<file path="src/rtl/avg_thr_pkg.sv">
// avg_thr_pkg: shared state encoding, default widths and saturating increment
// for the averaged-sample threshold detector.
package avg_thr_pkg;

    localparam int unsigned DATA_W_DEF = 10;
    localparam int unsigned DBC_W      = 4;

    // level_o is state[1]: both HIGH-side states (HIGH, ARM_LOW) carry a 1 there
    typedef enum logic [1:0] {
        ST_LOW      = 2'b00,
        ST_ARM_HIGH = 2'b01,
        ST_HIGH     = 2'b11,
        ST_ARM_LOW  = 2'b10
    } state_t;

    // holds at 2^w-1 instead of wrapping; w must be below 32
    function automatic logic [31:0] sat_inc(input logic [31:0] v, input int unsigned w);
        return (v == ((32'd1 << w) - 32'd1)) ? v : v + 32'd1;
    endfunction

endpackage

</file>
<file path="src/rtl/thr_debounce_ctr.sv">
// thr_debounce_ctr: consecutive-qualifying-sample counter.
// Ports: clk, rst_n (sync, active low), inc (qualifying valid sample),
// clr (restart count, wins over inc), hit (this inc completes DEBOUNCE_N).
module thr_debounce_ctr
    import avg_thr_pkg::*;
#(
    parameter int unsigned DEBOUNCE_N = 3
) (
    input  logic clk,
    input  logic rst_n,
    input  logic inc,
    input  logic clr,
    output logic hit
);

    logic [DBC_W-1:0] cnt;

    assign hit = inc && (cnt == DBC_W'(DEBOUNCE_N - 1));

    always_ff @(posedge clk) begin
        if (!rst_n || clr) cnt <= '0;
        else if (inc)      cnt <= cnt + 1'b1;
    end

endmodule

</file>
<file path="src/rtl/avg_threshold_detector.sv">
// avg_threshold_detector: hysteresis threshold detector with N-sample debounce
// on the averager's valid-strobed samples.
// Ports: clk, rst_n (sync, active low), sample_i/sample_valid_i (averaged sample
// and strobe), thr_high_i/thr_low_i (rise/fall thresholds), clear_i (sync clear),
// level_o (debounced level), rise_o/fall_o (1-cycle event pulses),
// event_count_o (saturating rise+fall count), cfg_err_o (thr_low_i > thr_high_i),
// max_o/min_o (running extremes when MINMAX_TRACK_EN is defined, else 0).
module avg_threshold_detector
    import avg_thr_pkg::*;
#(
    parameter int unsigned DATA_W     = DATA_W_DEF,
    parameter int unsigned DEBOUNCE_N = 3,
    parameter int unsigned CNT_W      = 8
) (
    input  logic              clk,
    input  logic              rst_n,
    input  logic [DATA_W-1:0] sample_i,
    input  logic              sample_valid_i,
    input  logic [DATA_W-1:0] thr_high_i,
    input  logic [DATA_W-1:0] thr_low_i,
    input  logic              clear_i,
    output logic              level_o,
    output logic              rise_o,
    output logic              fall_o,
    output logic [CNT_W-1:0]  event_count_o,
    output logic              cfg_err_o,
    output logic [DATA_W-1:0] max_o,
    output logic [DATA_W-1:0] min_o
);

    state_t state_q, state_d;
    logic   above, below, inc, clr, hit, rise_d, fall_d;

    assign cfg_err_o = thr_low_i > thr_high_i;
    assign above     = sample_i >= thr_high_i;
    assign below     = sample_i <= thr_low_i;
    assign level_o   = state_q[1];

    thr_debounce_ctr #(.DEBOUNCE_N(DEBOUNCE_N)) u_ctr (
        .clk   (clk),
        .rst_n (rst_n),
        .inc   (inc),
        .clr   (clr || clear_i),
        .hit   (hit)
    );

    // counter restarts on completion (hit) and on abort back to the base state
    always_comb begin
        state_d = state_q;
        inc     = 1'b0;
        clr     = 1'b0;
        if (sample_valid_i && !cfg_err_o) begin
            case (state_q)
                ST_LOW, ST_ARM_HIGH: begin
                    inc     = above;
                    clr     = !above || hit;
                    state_d = !above ? ST_LOW : (hit ? ST_HIGH : ST_ARM_HIGH);
                end
                ST_HIGH, ST_ARM_LOW: begin
                    inc     = below;
                    clr     = !below || hit;
                    state_d = !below ? ST_HIGH : (hit ? ST_LOW : ST_ARM_LOW);
                end
                default: state_d = ST_LOW;
            endcase
        end
        rise_d = (state_d == ST_HIGH) && !state_q[1];
        fall_d = (state_d == ST_LOW) && state_q[1];
    end

    always_ff @(posedge clk) begin
        if (!rst_n || clear_i) begin
            state_q       <= ST_LOW;
            rise_o        <= 1'b0;
            fall_o        <= 1'b0;
            event_count_o <= '0;
        end else begin
            state_q <= state_d;
            rise_o  <= rise_d;
            fall_o  <= fall_d;
            if (rise_d || fall_d) event_count_o <= CNT_W'(sat_inc(32'(event_count_o), CNT_W));
        end
    end

`ifdef MINMAX_TRACK_EN
    // tracks every valid sample, regardless of cfg_err_o
    always_ff @(posedge clk) begin
        if (!rst_n || clear_i) begin
            max_o <= '0;
            min_o <= '1;
        end else if (sample_valid_i) begin
            if (sample_i > max_o) max_o <= sample_i;
            if (sample_i < min_o) min_o <= sample_i;
        end
    end
`else
    assign max_o = '0;
    assign min_o = '0;
`endif

endmodule

</file>
<file path="config.mk">
export PLATFORM = sky130hd
export DESIGN_NAME = avg_threshold_detector
export DESIGN_NICKNAME = d
export VERILOG_FILES = /design/src/rtl/avg_thr_pkg.sv /design/src/rtl/thr_debounce_ctr.sv /design/src/rtl/avg_threshold_detector.sv
export SDC_FILE = /design/constraint.sdc
export NUM_CORES = 1
export LEC_CHECK = 0
export ABC_CLOCK_PERIOD_IN_PS = 1900
export CAP_MARGIN = 20
export CELL_PAD_IN_SITES_DETAIL_PLACEMENT = 0
export CELL_PAD_IN_SITES_GLOBAL_PLACEMENT = 1
export CORE_UTILIZATION = 40
export DETAILED_ROUTE_END_ITERATION = 8
export DONT_BUFFER_PORTS = 1
export PLACE_DENSITY_LB_ADDON = 0.1
export SLEW_MARGIN = 20
export SYNTH_ARGS = -nofsm -noshare
export SYNTH_HDL_FRONTEND = slang
export SYNTH_SLANG_ARGS = --single-unit
</file>
<file path="constraint.sdc">
create_clock -name clk -period 1.9 [get_ports clk]
set_input_delay 0.095 -clock clk [delete_from_list [all_inputs] [get_ports clk]]
set_output_delay 0.095 -clock clk [all_outputs]
set_load 0.05 [all_outputs]
</file>
==> results.toml <==
[outcome]
outcome = "complete, no violations"

[cells_and_area]
drive_above_1_share = 0.173
fillCellCount = 444
register_area_um2 = 303
finalNonFillerCells = 295
nets = 311
multi_input_area_um2 = 1300
area_growth_pct = 11.4
fin_area_um2 = 2000
diodes = 0

[route]
wl_per_cell_um = 13.6
dr.pass1.iters = 4
vias_per_cell = 5.28
drc = 0
wl_um = 4020
drt_iter0_markers = 98
ant_nets = 0
vias = 1558

[sta]
hold_viol = 0
worst_slew_pin_slew_ns = 0.496
period_minus_slack_ns = 1.80
rsz0062_at_grt = "no"
finalSetupTns_ns = 0
finalHoldWorstSlack_ns = 0.194
fin_crit_sh = 0.948
relSlewSlack = 0.666
skew_ns = 0.00371
setup_viol_count_final = 0
drv_slew = 0
fmax_mhz = 555

[floorplanning]
die_x_um = 69.0
dieArea_um2 = 4770
core_area_um2 = 4320
rows = 24
dieHeight_um = 69.0
initial_utilization = 0.416
ioPinCount = 66

[place]
dpl.hpwl_um = 3390
dpl.cell_count = 291
port_buffers = 0
placed_area_um2 = 1920
gp_congestion = 0.862

[pwr]
pwr-share-comb = 0.386
power.leakage_nw = 0.957
p_switching_mw = 0.350
switching_share = 0.374
ir_drop_mv = 0.353
clkPwrFrac = 0.276
power_mw = 0.937
internal_power_mw = 0.587
seqPwrFrac = 0.337
power.density_nw_per_um2 = 468

[synthesis]
yosysTopAreaCellShare = 0.230
synthArstFlopShare = 0
synth_area_leaders = "ha_1 23%, dfxtp_1 17%, buf_4 8.4%"
synth_edf_count = 0
synth_top_area_cell = "ha_1"
synth_seq_cells = 15
ys_top_cells_by_count = "33 x ha_1, 29 x inv_1, 22 x nand2_1"
yosysMostFrequentCell = "ha_1"
synth_ff_type = "dfxtp_1"
syn_area_um2 = 1800
syn_inst = 224
ys_seq_area_frac = 0.167
syn_area_per_cell_um2 = 8.03
yosysWarnings = 0
yosysUniqueCellTypes = 44

[clocking]
cts_made_buffers = 3
cts.path.max_buffers = 2
worstSkewPairLatency_ns = 0.25
postCtsSetupRepairBufs = 0
clk_pin_slew_ns = 0.06
cts_sinks = 15
htree_levels = 1
cts_root_buf = "clkbuf_8"
cts_tree = "yes"

[worst_setup_path]
path_class = "input port to flop"
end_kind = "flop"
arrival_ns = 1.95
crit_path_max_fanout = 16
start_kind = "input port"
critical_path_required_ns = 2.05

[global_route]
grt_pass1_wl_um = 6630
grt-ovfl-total = 0
grt_usage = 0.170
grt_pass1_vias = 1520
grt_max_degree = 17
antenna_found_initial = 0

[hold_path]
hp-class = "input port to flop"

[flow_run]
max_cap_viol_count = 0
[cell families (layout without fill, tap and decap cells)]
| family | after synthesis | in the layout | share of synthesized area |
|---|---|---|---|
| and+or+nand+nor | 78 | 78 | 0.241 |
| buffers and inverters | 54 | 54 | 0.172 |
| AOI/OAI and AO/OA | 38 | 38 | 0.161 |
| adders and majority gates | 33 | 33 | 0.230 |
| DFF | 15 | 15 | 0.167 |
| muxes | 5 | 5 | 0.0278 |
| other | 1 | 20 | 0.00209 |
[power by group through the flow]
| stage | combinational, mW | sequential [mW] | clock [mW] |
|---|---|---|---|
| 3_3_place_gp | 0.344 | 0.323 | 0 |
| 2_1_floorplan | 0.312 | 0.323 | 0 |
| 4_1_cts | 0.354 | 0.316 | 0.270 |
| 6_report | 0.362 | 0.316 | 0.259 |
| 5_1_grt | 0.400 | 0.316 | 0.286 |
| 3_5_place_dp | 0.353 | 0.323 | 0 |
[worst max-delay path: stages]
cell,delay [ns]
inv_1,0.06
ha_4,0.28
nand2_2,0.07
or4_4,0.56
a21boi_2,0.17
and2_4,0.16
buf_12,0.14
nand2_1,0.11
nor4b_2,0.31
[metal layers]
layer  vias up  routed length [µm]  GRT usage
li1        790                   -          -
met1       696                1830      0.214
met2        68                1860      0.279
met3         4                 292     0.0570
met4         0                  37     0.0385
met5         -                   0          0
[state kept, by name (all words and copies together) (netlist names)]
signal / cells
event_count_o: 8
u_ctr.cnt: 4
fall_o: 1
rise_o: 1
state_q: 1
[final cells by class]
cell class,instances,area share
sequential,15,0.151
clock buffer,4,0.0225
multi-input combinational,174,0.648
timing repair buffer,21,0.0912
tap,52,0.0325
inverter,29,0.0543
[path summary, 6_finish.rpt]
check                      from               end  slack (ns)  cells past startpoint
hold / removal          clear_i        state_q[1]        0.19                      4
setup / recovery  thr_high_i[9]            rise_o         0.1                      9
hold reg to reg    u_ctr.cnt[1]      u_ctr.cnt[1]        0.51                      2
setup reg to reg   u_ctr.cnt[0]  event_count_o[7]        0.12                      7
[metrics by stage]
| step | setup WS [ns] | utilization |
|---|---|---|
| finish | 0.0982 | 0.463 |
| global route | 0.00293 | 0.463 |
| CTS | 0.0555 | 0.454 |
| detailed placement | -0.207 | 0.444 |
| global placement | -0.138 | 0.444 |
| floorplan | 0.0145 | - |
[layout by cell type, fill, tap and decap left out, drive strengths merged]
master / count
nand4: 9
mux2i: 5
nor2b: 5
dfxtp: 15
nand3b: 1
clkbuf: 4
nor4: 2
o21ai: 5
o311ai: 1
a41o: 2
nor2: 9
conb: 20
a31oi: 4
nor4b: 1
and4: 1
a2111oi: 1
and2: 4
a2111o: 1
nor3b: 2
a211oi: 3
nand2b: 7
inv: 29
a211o: 1
o31ai: 2
nand3: 12
ha: 33
a31o: 1
o41ai: 1
a32oi: 1
a21oi: 12
nor3: 1
nand2: 22
a21boi: 2
or4: 2
buf: 21
a41oi: 1
[what timing repair did]
item,in CTS,in global routing
hold buffers,0,0
gates resized for setup,0,7
setup endpoints to repair,0,3
hold endpoints to repair,0,0
Power figures use the tool's default switching activity.
